--- src/rtl/regfile_mp.sv ---
// regfile_mp -- multi-port register file with a per-register pending-writer
// scoreboard.
//
// Two write ports (w1 = ALU result, w2 = load result), three combinational
// read ports (A, B, shift), and a busy bit per register.  A busy bit is set
// when an instruction issues (bsy_set_*) and cleared when a write lands.
// busy_count is a registered population count of the busy bits.
//
// Ports:
//   clk, rst_n                     clock, synchronous active-low reset
//   w1_en/w1_addr/w1_data          write port 1 (wins over w2 on same address)
//   w2_en/w2_addr/w2_data          write port 2
//   A_addr/B_addr/shift_addr       read addresses
//   A_data/B_data/shift_data       read data (0 for addresses >= NREGS)
//   A_busy/B_busy/shift_busy       pending-writer flag of the addressed register
//   bsy_set_en/bsy_set_addr        mark a register pending
//   busy_count                     number of pending registers
module regfile_mp #(
  parameter  int DATA_W = 32,
  parameter  int NREGS  = 16,
  parameter  int BYPASS = 1,
  localparam int ADDR_W = $clog2(NREGS),
  localparam int CNT_W  = $clog2(NREGS + 1)
) (
  input  logic              clk,
  input  logic              rst_n,
  input  logic              w1_en,
  input  logic [ADDR_W-1:0] w1_addr,
  input  logic [DATA_W-1:0] w1_data,
  input  logic              w2_en,
  input  logic [ADDR_W-1:0] w2_addr,
  input  logic [DATA_W-1:0] w2_data,
  input  logic [ADDR_W-1:0] A_addr,
  input  logic [ADDR_W-1:0] B_addr,
  input  logic [ADDR_W-1:0] shift_addr,
  output logic [DATA_W-1:0] A_data,
  output logic [DATA_W-1:0] B_data,
  output logic [DATA_W-1:0] shift_data,
  output logic              A_busy,
  output logic              B_busy,
  output logic              shift_busy,
  input  logic              bsy_set_en,
  input  logic [ADDR_W-1:0] bsy_set_addr,
  output logic [CNT_W-1:0]  busy_count
);

  localparam logic [ADDR_W:0] LIMIT = (ADDR_W + 1)'(NREGS);

  logic [DATA_W-1:0] regs [NREGS];
  logic [NREGS-1:0]  busy;
  logic [NREGS-1:0]  busy_nxt;
  logic [CNT_W-1:0]  cnt_nxt;

  logic w1_ok;
  logic w2_ok;
  logic w2_keep;
  logic set_ok;

  // Addresses need not cover a power of two; anything at or above NREGS
  // is treated as a non-existent register.
  function automatic logic in_range(input logic [ADDR_W-1:0] a);
    return {1'b0, a} < LIMIT;
  endfunction

  assign w1_ok   = w1_en && in_range(w1_addr);
  assign w2_ok   = w2_en && in_range(w2_addr);
  // w1 takes the register when both ports target it.
  assign w2_keep = w2_ok && !(w1_ok && (w1_addr == w2_addr));
  assign set_ok  = bsy_set_en && in_range(bsy_set_addr);

  function automatic logic fwd_hit(input logic [ADDR_W-1:0] a);
    return (BYPASS != 0) && ((w1_ok && (w1_addr == a)) || (w2_ok && (w2_addr == a)));
  endfunction

  function automatic logic [DATA_W-1:0] rd_data(input logic [ADDR_W-1:0] a);
    logic [DATA_W-1:0] d;
    d = '0;
    if ((BYPASS != 0) && w1_ok && (w1_addr == a)) begin
      d = w1_data;
    end else if ((BYPASS != 0) && w2_ok && (w2_addr == a)) begin
      d = w2_data;
    end else if (in_range(a)) begin
      d = regs[a];
    end
    return d;
  endfunction

  // A forwarded read already carries the result its consumer was waiting
  // for, so it is reported as not pending.
  function automatic logic rd_busy(input logic [ADDR_W-1:0] a);
    logic b;
    b = 1'b0;
    if (in_range(a) && !fwd_hit(a)) begin
      b = busy[a];
    end
    return b;
  endfunction

  always_comb begin
    A_data     = rd_data(A_addr);
    B_data     = rd_data(B_addr);
    shift_data = rd_data(shift_addr);
    A_busy     = rd_busy(A_addr);
    B_busy     = rd_busy(B_addr);
    shift_busy = rd_busy(shift_addr);
  end

  // Next busy vector: writes clear, issue sets; set is applied last so it
  // wins on the same register.  The count is taken from the next vector so
  // the registered count tracks the registered bits exactly.
  always_comb begin
    busy_nxt = busy;
    cnt_nxt  = '0;
    for (int unsigned i = 0; i < NREGS; i++) begin
      if ((w1_ok && (w1_addr == ADDR_W'(i))) || (w2_ok && (w2_addr == ADDR_W'(i)))) begin
        busy_nxt[i] = 1'b0;
      end
      if (set_ok && (bsy_set_addr == ADDR_W'(i))) begin
        busy_nxt[i] = 1'b1;
      end
    end
    for (int unsigned i = 0; i < NREGS; i++) begin
      cnt_nxt = cnt_nxt + CNT_W'(busy_nxt[i]);
    end
  end

  always_ff @(posedge clk) begin
    if (!rst_n) begin
      for (int unsigned i = 0; i < NREGS; i++) begin
        regs[i] <= '0;
      end
      busy       <= '0;
      busy_count <= '0;
    end else begin
      if (w2_keep) begin
        regs[w2_addr] <= w2_data;
      end
      if (w1_ok) begin
        regs[w1_addr] <= w1_data;
      end
      busy       <= busy_nxt;
      busy_count <= cnt_nxt;
    end
  end

endmodule

--- config.mk ---
export PLATFORM = sky130hd
export DESIGN_NAME = regfile_mp
export DESIGN_NICKNAME = d
export VERILOG_FILES = /design/src/rtl/regfile_mp.sv
export SDC_FILE = /design/constraint.sdc
export NUM_CORES = 1
export LEC_CHECK = 0
export BUFFER_PORTS_ARGS = -buffer_cell sky130_fd_sc_hd__clkbuf_2
export CAP_MARGIN = 20
export CORE_MARGIN = 3
export CORE_UTILIZATION = 55
export CTS_CLUSTER_DIAMETER = 40
export DETAILED_ROUTE_END_ITERATION = 16
export PLACE_DENSITY_LB_ADDON = 0.25
export SYNTH_ARGS = -nofsm -noshare
export SYNTH_HDL_FRONTEND = slang
export SYNTH_SLANG_ARGS = --single-unit
export TNS_END_PERCENT = 10
--- constraint.sdc ---
create_clock -name clk -period 7.38 [get_ports clk]
set_input_delay 0.738 -clock clk [delete_from_list [all_inputs] [get_ports clk]]
set_output_delay 0.738 -clock clk [all_outputs]
set_load 0.02 [all_outputs]
==> results.md <==
- Post-CTS Setup Bufs: 0
- DRC Markers: 0
- Status: finished, final reports clean
- RR Endpoint: busy_count[2]
- Setup violations, final: 0
- EDFF count, synth: 512
- FF+latch count, synth: 533
- GRT Util Overall: 40.81%
- WP data required: 6640 ps
- Mapped Cells: 2735
- Pin count of the biggest net entering global routing: 121
- Hold WC Path Type: in -> reg
- Max FO, Critical Path: 34
- DRT antenna net count: 0
- Setup TNS: 0 ps
- Rel. slew slack: 20.84%
- Dominant synthesized flop cell: edfxtp_1
- Skew-Pair Late Insertion Delay: 640 ps
- Die H: 265.5 µm
- # rows: 94
- CTS HTree Levels: 3
- TritonCTS Buffers: 88
- RSZ-0062 raised after global routing: false
- Final core occ: 62.10%
- Max-Cap Viols: 0
- Total die area: 70500 µm²
- Pre-antenna DRT Iters: 7
- Sequential fraction of the synthesis area: 42.64%
- Met3 Track Usage GR: 16.71%
- Final worst path period need: 4633 ps
- Async SR Flop Fraction: 0%
- Layout Nets: 2781
- Area delta synth->final: 11.02%
- Worst-Margin Slew: 1187 ps
- Setup WS post-layout: 2747 ps
- Max-slew violations: 0
- Layout Skew: 4.664 ps
- TritonCTS clock tree: done
- Leakage power: 14.54 nW
- Achievable clock frequency: 215.8 MHz
- CP Launch Point: B_addr[0]
- Worst flop-to-flop path startpoint: busy[9]
- Final Cycle Share: 62.78%
- RePlAce Congestion: 0.8881
- Worst EP arrival: 3890 ps
- Initial core utilization: 55.94%
- R2R cell count: 11
- Critical path type: in -> out
- Commonest non-fill, non-tap cells in the layout: a22o_1 (512), edfxtp_1 (512), mux4_2 (335)
- Syn avg cell area: 13.54 µm²
- Top Usage Layer GRT: met2
- R2r setup slk: 3570 ps
- Synthesized cell area: 37040 µm²
- VDD IR max: 0.1563 mV
- Core region area: 66220 µm²
- Share of cells above drive strength 1: 34.39%
- Pwr dens: 231.7 nW/µm²
- GRT met2 Usage: 61.12%
- Post-CTS sizing: 0
- Worst slack, placed: 2231 ps
- Setup crit end: B_data[0]
- Hold Buf Count CTS: 0
- Starting DRT DRC Count: 5343
- Fin. Hold Viols: 0
- Unique masters post-synth: 51
- Number of port buffers: 196
- Routed length per placed instance: 40.52 µm
- Mapped Nets: 2843
- Hpwl dp: 76.55 mm
- Sink Count: 533
- Number of global-route vias before repair: 30840
- CP endpoint kind: primary output
- First-pass GRT wire length: 207.4 mm
- Initial antenna violation count: 4
- Reg clk slew, reported paths: 60 ps
- IO Count: 197
- Via count: 30580
- Die width: 265.5 µm
- Clock Path Buffers: 3
- Met1 usage: 49.25%
- Critical Path Source Type: input port
- Via/cell ratio: 8.466
- Global route overflow: 0
- Post-Route WL: 146.4 mm
- CTS Root Cell: clkbuf_16
- Ys Warns: 0
-- synthesized netlist by cell type, types with 20 or more instances --
| master | instances | area [µm²] |
|---|---|---|
| a221o_1 | 32 | 320.3 |
| a221oi_1 | 64 | 560.5 |
| a22o_1 | 512 | 4484 |
| a22oi_1 | 62 | 465.5 |
| and2_1 | 47 | 294.0 |
| buf_1 | 77 | 289.0 |
| buf_2 | 117 | 585.6 |
| clkbuf_1 | 204 | 765.7 |
| dfxtp_1 | 21 | 420.4 |
| edfxtp_1 | 512 | 15370 |
| mux2_2 | 64 | 720.7 |
| mux2i_1 | 129 | 1291 |
| mux4_2 | 335 | 7545 |
| nand2_1 | 128 | 480.5 |
| nand4_1 | 66 | 412.9 |
| nor2_1 | 20 | 75.07 |
| nor2b_1 | 21 | 131.4 |
| o21ai_1 | 62 | 310.3 |
| o221a_2 | 64 | 720.7 |
-- state kept, by name, summed over array words and instances, names as in the netlist --
register,cells
busy,16
busy_count,5
regs,512
-- cells by family after synthesis --
| family | share of synthesized area [%] |
|---|---|
| buffers and inverters | 5.371 |
| multiplexers | 25.80 |
| AND/OR/NAND/NOR | 5.597 |
| AO/OA/AOI/OAI | 19.17 |
| adder cells (fa/ha/maj) | 0.7094 |
| flip-flops | 42.64 |
| XOR/XNOR | 0.7094 |
-- metrics by stage --
| step | power, W | hold slack (ps) | area, µm² | std cells |
|---|---|---|---|---|
| after global placement | 0.005368 | 701.0 | 38110 | 3443 |
| after floorplan | 0.004887 | 576.3 | 37040 | 2735 |
| after detailed placement | 0.005426 | 708.9 | 38140 | 3445 |
| after CTS | 0.009448 | 677.2 | 41060 | 3607 |
| after global routing | 0.009733 | 710.9 | 41120 | 3610 |
| final | 0.009528 | 697.6 | 41120 | 3612 |
-- routing by layer --
layer | up-vias | share of wire [%]
met1 | 15050 | 32
met2 | 3266 | 44
met3 | 795 | 16
met5 | - | 0.0082
li1 | 11470 | -
met4 | 2 | 7.0
-- worst max-delay path, cell delays in order --
cell,delay (ps)
clkbuf_2,750
xnor2_1,190
nand3_2,110
buf_4,600
nand2b_2,700
buf_16,260
o221a_2,300
clkbuf_2,200
-- power breakdown --
part / internal (W) / switching, W / leakage (nW)
Sequential: 0.00354 / 0.000150 / 5.10
Clock: 0.00250 / 0.00159 / 1.39
Combinational: 0.000717 / 0.00104 / 8.05
-- worst min path at each step --
stage / start / end / slack, ps / cells after the start
after global placement: busy[13] / busy[13] / 700 / 2
after CTS: w2_data[23] / regs[0][23] / 680 / 2
after global routing: w2_data[3] / regs[1][3] / 710 / 2
after detailed placement: busy[13] / busy[13] / 710 / 2
final: w1_data[1] / regs[3][1] / 700 / 2
after floorplan: busy[13] / busy[13] / 580 / 2
-- final cells by class --
type	instances	area, µm²
well taps	864	1081
repair buffers	277	1733
flip-flops and latches	533	15800
diodes	3	7.507
inverters	12	45.04
clock inverters	65	639.4
multi-input cells	1761	19540
fillers	4880	25100
clock buffers	97	2278
Power figures use the tool's default switching activity.
